<file path="src/rtl/board_mem_ctrl.sv">
// Board BRAM owner: sequences parser writes, arbitrates solver reads, returns tagged read data.
// Optional BOARD_MEM_RD_DURING_LOAD_EN lets solver reads through during LOAD when no write is pending.
module board_mem_ctrl #(
  parameter int DATA_WIDTH   = 18,
  parameter int DEPTH        = 1024,
  parameter int READ_LATENCY = 2,
  localparam int ADDR_WIDTH  = $clog2(DEPTH)
) (
  input  logic                  clk,
  input  logic                  rst,
  input  logic                  wr_valid,
  input  logic [DATA_WIDTH-1:0] wr_data,
  input  logic                  wr_last,
  output logic                  wr_ready,
  input  logic                  clear_board,
  input  logic                  rd_req,
  input  logic [ADDR_WIDTH-1:0] rd_addr,
  output logic                  rd_grant,
  output logic                  rd_valid,
  output logic [DATA_WIDTH-1:0] rd_data,
  output logic                  rd_oor,
  output logic                  board_loaded,
  output logic [ADDR_WIDTH:0]   entry_count,
  output logic                  overflow,
  output logic [ADDR_WIDTH-1:0] bram_addr,
  output logic [DATA_WIDTH-1:0] bram_din,
  output logic                  bram_we,
  output logic                  bram_en,
  output logic                  bram_regce,
  input  logic [DATA_WIDTH-1:0] bram_dout
);

  localparam logic [ADDR_WIDTH:0] FULL_CNT = (ADDR_WIDTH+1)'(DEPTH);

  typedef enum logic {LOAD, SOLVE} state_t;

  state_t              state, state_nxt;
  logic [ADDR_WIDTH:0] cnt_nxt;
  logic                loaded_nxt, ovf_nxt;
  logic                full, wr_fire, rd_oor_now;

  logic [READ_LATENCY:1] vld_pipe;
  logic [READ_LATENCY:1] oor_pipe;

  assign full       = (entry_count == FULL_CNT);
  assign wr_fire    = wr_valid && wr_ready;
  assign rd_oor_now = ({1'b0, rd_addr} >= entry_count);
  assign bram_regce = 1'b1;

  always_comb begin
    state_nxt  = state;
    cnt_nxt    = entry_count;
    loaded_nxt = board_loaded;
    ovf_nxt    = overflow;
    wr_ready   = 1'b0;
    rd_grant   = 1'b0;
    bram_en    = 1'b0;
    bram_we    = 1'b0;
    bram_addr  = '0;
    bram_din   = '0;
    case (state)
      LOAD: begin
        wr_ready = !full && !clear_board;
        if (wr_valid && wr_ready) begin
          bram_en   = 1'b1;
          bram_we   = 1'b1;
          bram_addr = entry_count[ADDR_WIDTH-1:0];
          bram_din  = wr_data;
          cnt_nxt   = entry_count + 1'b1;
          if (wr_last) begin
            state_nxt  = SOLVE;
            loaded_nxt = 1'b1;
          end
        end else if (wr_valid && full && !clear_board) begin
          // Dropped entry; a terminating wr_last still closes the board.
          ovf_nxt = 1'b1;
          if (wr_last) begin
            state_nxt  = SOLVE;
            loaded_nxt = 1'b1;
          end
        end
`ifdef BOARD_MEM_RD_DURING_LOAD_EN
        rd_grant = rd_req && !(wr_valid && !full);
`else
        rd_grant = 1'b0;
`endif
      end
      SOLVE: begin
        rd_grant = rd_req;
      end
      default: state_nxt = LOAD;
    endcase
    if (rd_grant) begin
      bram_en   = 1'b1;
      bram_addr = rd_addr;
    end
    if (clear_board) begin
      state_nxt  = LOAD;
      cnt_nxt    = '0;
      loaded_nxt = 1'b0;
      ovf_nxt    = 1'b0;
    end
  end

  always_ff @(posedge clk or posedge rst) begin
    if (rst) begin
      state        <= LOAD;
      entry_count  <= '0;
      board_loaded <= 1'b0;
      overflow     <= 1'b0;
    end else begin
      state        <= state_nxt;
      entry_count  <= cnt_nxt;
      board_loaded <= loaded_nxt;
      overflow     <= ovf_nxt;
    end
  end

  // Valid/oor tags ride alongside the BRAM's internal read stages.
  always_ff @(posedge clk or posedge rst) begin
    if (rst) begin
      vld_pipe <= '0;
      oor_pipe <= '0;
    end else begin
      vld_pipe[1] <= rd_grant;
      oor_pipe[1] <= rd_grant && rd_oor_now;
      for (int i = 2; i <= READ_LATENCY; i++) begin
        vld_pipe[i] <= vld_pipe[i-1];
        oor_pipe[i] <= oor_pipe[i-1];
      end
    end
  end

  assign rd_valid = vld_pipe[READ_LATENCY];
  assign rd_oor   = oor_pipe[READ_LATENCY];
  assign rd_data  = (rd_valid && !rd_oor) ? bram_dout : '0;

  logic unused_ok;
  assign unused_ok = wr_fire;

endmodule

</file>
<file path="config.mk">
export PLATFORM = sky130hd
export DESIGN_NAME = board_mem_ctrl
export DESIGN_NICKNAME = d
export VERILOG_FILES = /design/src/rtl/board_mem_ctrl.sv
export SDC_FILE = /design/constraint.sdc
export NUM_CORES = 1
export LEC_CHECK = 0
export ABC_AREA = 0
export ABC_CLOCK_PERIOD_IN_PS = 4000
export CELL_PAD_IN_SITES_DETAIL_PLACEMENT = 2
export CELL_PAD_IN_SITES_GLOBAL_PLACEMENT = 2
export CORE_MARGIN = 2
export CORE_UTILIZATION = 18
export CTS_CLUSTER_DIAMETER = 200
export DETAILED_ROUTE_END_ITERATION = 7
export HOLD_SLACK_MARGIN = 0.15
export PLACE_DENSITY = 0.95
export REMOVE_ABC_BUFFERS = 1
export SYNTH_ARGS = -nofsm -noshare
export SYNTH_HDL_FRONTEND = slang
export SYNTH_SLANG_ARGS = --single-unit
</file>
<file path="constraint.sdc">
create_clock -name clk -period 4 [get_ports clk]
set_input_delay 0.8 -clock clk [delete_from_list [all_inputs] [get_ports clk]]
set_output_delay 0.8 -clock clk [all_outputs]
set_load 0.02 [all_outputs]
</file>
# Yosys cells after proc, flatten, opt, wreduce, memory -nomap -nowiden
# Index checks and enable logic that the tools add are counted.
# classes
n_addsub	1
n_lt_le_gt_ge	1
n_eq_ne	3
mux	28
bitwise	1
n_reduce_logical	15
# op_table
cell	n
$mux 18	3
$mux 11	3
$mux 10	3
$mux 1	18
$add 11x1->11 const B	1
$eq 11x11->1 const B	1
$ge 10x11->1	1
$logic_and 1x1->1	6
$ne 2x2->1 const B	2
$reduce_and 2->1	2
$reduce_bool 2->1	2
$logic_not 1->1	3
$reduce_and 3->1	1
$reduce_bool 3->1	1
$pmux 1 s2	1
$not 1->1	1
# word_totals
ff_bits	18
inputBits	52
word_cells	55

# Depth between registers and ports, before layout
# Gate-level depths: netlist of run 1.
# logic_depth
ltp_word	7
ltp_mapped	6
mapped_depth_nobuf	6

# Least setup slack after synthesis of run 1
# Ideal clock, no wire load.
# synth_path
kind	input to output
startpoint	input clear_board
endpoint	output bram_din[10]
arrival_time_ns	1.718
t_required_ns	3.200
path_slack_ns	1.482
stages	4
path_buffers	2
path_cell_list	buf_2 nor3_4 buf_2 and2_1
# synth_via
elab_chain_cells	5
# synth_lines
element	line_no	text
from (decl)	15	input logic clear_board,
$logic_not 1->1	63	wr_ready = !full && !clear_board;
$logic_and 1x1->1	63	
$logic_and 1x1->1	64	if (wr_valid && wr_ready) begin
$mux 18	64	
$mux 18	61	case (state)
to (decl)	26	output logic [DATA_WIDTH-1:0] bram_din,
# Every way passes these cells.

# Worst setup path after layout of run 1
# layout_path
startpoint	input wr_valid
endpoint	output bram_din[2]
# layout_via
elab_chain_cells	3
# layout_lines
element	line_no	text
from (decl)	11	input logic wr_valid,
$logic_and 1x1->1	64	
$mux 18	64	
$mux 18	61	
# Every way passes these cells.

==> qor.csv, run 1 <==
stage,metric,value,unit
route,drtIter0Drc,36,
power_and_ir_drop,p_leak,0.00109,uW
synth,yosysTopAreaCellShare,0.311,
global_routing,grt_pass1_wl,9060,um
die,initial_core_util,0.186,
synth,synth_top_area_cell,dfrtp_1,
worst_setup_path,critPathMaxFanout,24,
worst_setup_path,cp_common_cell,clkdlybuf4s50_1,
worst_setup_path,ff2ff_path_depth,5,
min_path,hp-class,register to register,
placed_design,io_buffer_count,116,
sta,setup_violations,0,
worst_setup_path,r2r_setup_slack,2.35,ns
sta,rsz0062_at_grt,false,
worst_setup_path,r2r_start,entry_count[0],
clock_network,hold_buffers,0,
sta,relSlewSlack,0.482,
route,drtPass1Iterations,4,
clock_network,clkTransAtPathRegs,0.07,ns
outcome,status,completed,
global_routing,grt.total_usage,0.130,
cells_and_area,layout_common_cells,"clkdlybuf4s50_1, and2_1, dfrtp_1, nor2_1",
sta,maxSlewViolCount,0,
sta,fmax,274,MHz
sta,finalCritPeriodShare,0.913,
clock_network,cts_setup_buffers,0,
worst_setup_path,r2r_end,entry_count[4],
global_routing,antenna_found_initial,0,
route,vias_per_cell,4.28,
synth,syn-mean-instance-area,8.51,sq um
die,core,7770,sq um
synth,synth_area,1450,sq um
worst_setup_path,end_kind,output pin,
worst_setup_path,slowest_delay,0.63,ns
cells_and_area,antenna_cells,0,
cells_and_area,finalNetCount,352,
cells_and_area,seq_area,450,sq um
worst_setup_path,worstSetupStartpointType,primary input,
min_path,hp-start,vld_pipe[1],
placed_design,gp_congestion,0.739,
synth,ys_types,31,
placed_design,hpwl,5010,um
power_and_ir_drop,vdd_ir_drop_max,156,uV
clock_network,cts_sinks,18,
clock_network,clk_latency,0.26,ns
worst_setup_path,crit_slowest_cell,clkdlybuf4s50_1,
route,wire_per_inst,15.3,um
global_routing,grt_max_degree,25,
cells_and_area,syn2layout_area_growth,92.2,%
cells_and_area,final_common_cell,clkdlybuf4s50_1,
synth,yosysSeqAreaShare,0.311,
min_path,holdPathEnd,vld_pipe[2],
min_path,min_path_cells,0,
power_and_ir_drop,p_total,531,uW
worst_setup_path,cp.arrival,2.85,ns
cells_and_area,drive_gt1_frac,0.0418,
synth,postSynthCellCount,170,
die,die_y,93.6,um
route,drt-total-wl,5960,um
clock_network,htreeDepth,1,
worst_setup_path,path_cells,clkdlybuf4s50_1 -> nand2b_1 -> nor3_4 -> buf_4 -> and2_1 -> clkdlybuf4s50_1,
global_routing,grt_pass1_vias,1787,
global_routing,overflow,0,
route,drc_errors,0,
cells_and_area,nFillCells,887,
route,num_vias,1664,
synth,yosys_warnings,0,
clock_network,numCtsBuffers,3,
die,rows,32,
sta,hold_viol,0,
sta,fin_setup_tns,0,ns
sta,fin_skew,0.00122,ns
die,die_area,8770,sq um
clock_network,clockBufferDepth,2,
clock_network,cts_tree,yes,
clock_network,cts-root-buf,clkbuf_8,
clock_network,cts.repair.resized,0,
job,cap_violations,0,
worst_setup_path,critPathTopFamily,buffers and inverters,
sta,worst_pin_slew,0.775,ns
die,die_width,93.6,um
sta,fin_crit,3.65,ns
placed_design,post-place-ws,0.336,ns
sta,whs,0.351,ns
synth,synth.area.top_cells,"dfrtp_1, and2_1, ha_1",
power_and_ir_drop,p_per_area,191,nW/um^2
worst_setup_path,crit_type,primary input to output pin,
worst_setup_path,worstPathRequired,3.20,ns
synth,ys_seq_elements,18,
worst_setup_path,cp_num_buf_inv,3,
die,ios,118,
route,ant_nets,0,
cells_and_area,multiInputGateArea,911,sq um
sta,fin_ws,0.346,ns
==> through the flow <==
stage               cells  instance area, sq um   util
floorplan             163                  1410      -
global placement      385                  2730  0.351
detailed placement    385                  2730  0.351
CTS                   389                  2780  0.358
global route          389                  2780  0.358
finish                389                  2780  0.358
==> synth_stat cells <==
cell type	n
nor3_1	4
or2_1	1
nor3_4	1
a21oi_1	9
mux2i_1	2
or3_1	3
nand3b_1	1
a41oi_1	1
nor2_1	14
nand3_1	2
buf_4	1
clkbuf_1	2
buf_6	1
nand2_1	8
nand2b_1	2
nand4bb_1	1
and2_1	37
conb_1	1
nor4_2	2
inv_1	12
o21ai_0	5
ha_1	12
xnor2_1	8
nor2b_1	5
buf_2	2
nor4_1	3
buf_1	1
nand4_1	1
and4_4	1
dfrtp_1	18
a22o_1	9
==> metal layers <==
metal  GRT usage  up-vias  share of wire
li1            -      806              -
met5           0        -              0
met1       0.147      783           0.40
met3      0.0314        6          0.070
met2       0.251       69           0.53
met4      0.0181        0         0.0055
==> sequential cells by signal, indices dropped and copies added (netlist names) <==
name	count
vld_pipe	2
entry_count	11
state	1
oor_pipe	2
overflow	1
board_loaded	1
==> cell families after synthesis <==
family | after synthesis | synth area share
multiplexers | 2 | 0.0138
adder cells (fa/ha/maj) | 12 | 0.104
AND/OR/NAND/NOR | 86 | 0.352
AO/OA/AOI/OAI | 24 | 0.109
XOR/XNOR | 8 | 0.0484
flip-flops | 18 | 0.311
buffers and inverters | 19 | 0.0588
other | 1 | 0.00259
==> power by group <==
part | total [uW] | leakage [uW] | switching, uW | internal, uW
registers | 194 | 0.000247 | 6.51 | 187
clock network | 151 | 0.0000288 | 63.3 | 87.6
logic | 186 | 0.000810 | 81.4 | 105
==> final cells by class <==
cell class,count,share of cell area
Timing Repair Buffer,120,0.428
Inverter,12,0.0162
Sequential cell,18,0.162
Multi-Input combinational cell,133,0.328
Clock buffer,4,0.0198
Tap cell,102,0.0459
==> worst max path at each step <==
stage,start,to,slack [ns],cells past startpoint
after global routing,wr_valid,bram_din[2],0.22,6
after CTS,wr_valid,bram_din[2],0.30,6
after global placement,clear_board,bram_addr[3],0.46,5
after floorplan,wr_valid,bram_addr[0],1.37,3
final,wr_valid,bram_din[2],0.35,6
after detailed placement,wr_valid,bram_din[2],0.34,6
(Power assumes the default switching activity.)
==> run 2: changes to the inputs <==
CTS_CLUSTER_DIAMETER = 120   (was 200)
HOLD_SLACK_MARGIN = not set   (was 0.15)
==> results of run 2 <==
Final layout, timing and power as in run 1 (identical DEF).
==> run 3: changes to the inputs <==
TNS_END_PERCENT = 1   (was not set)
==> results of run 3 <==
Final layout, timing and power as in run 1 (identical DEF).
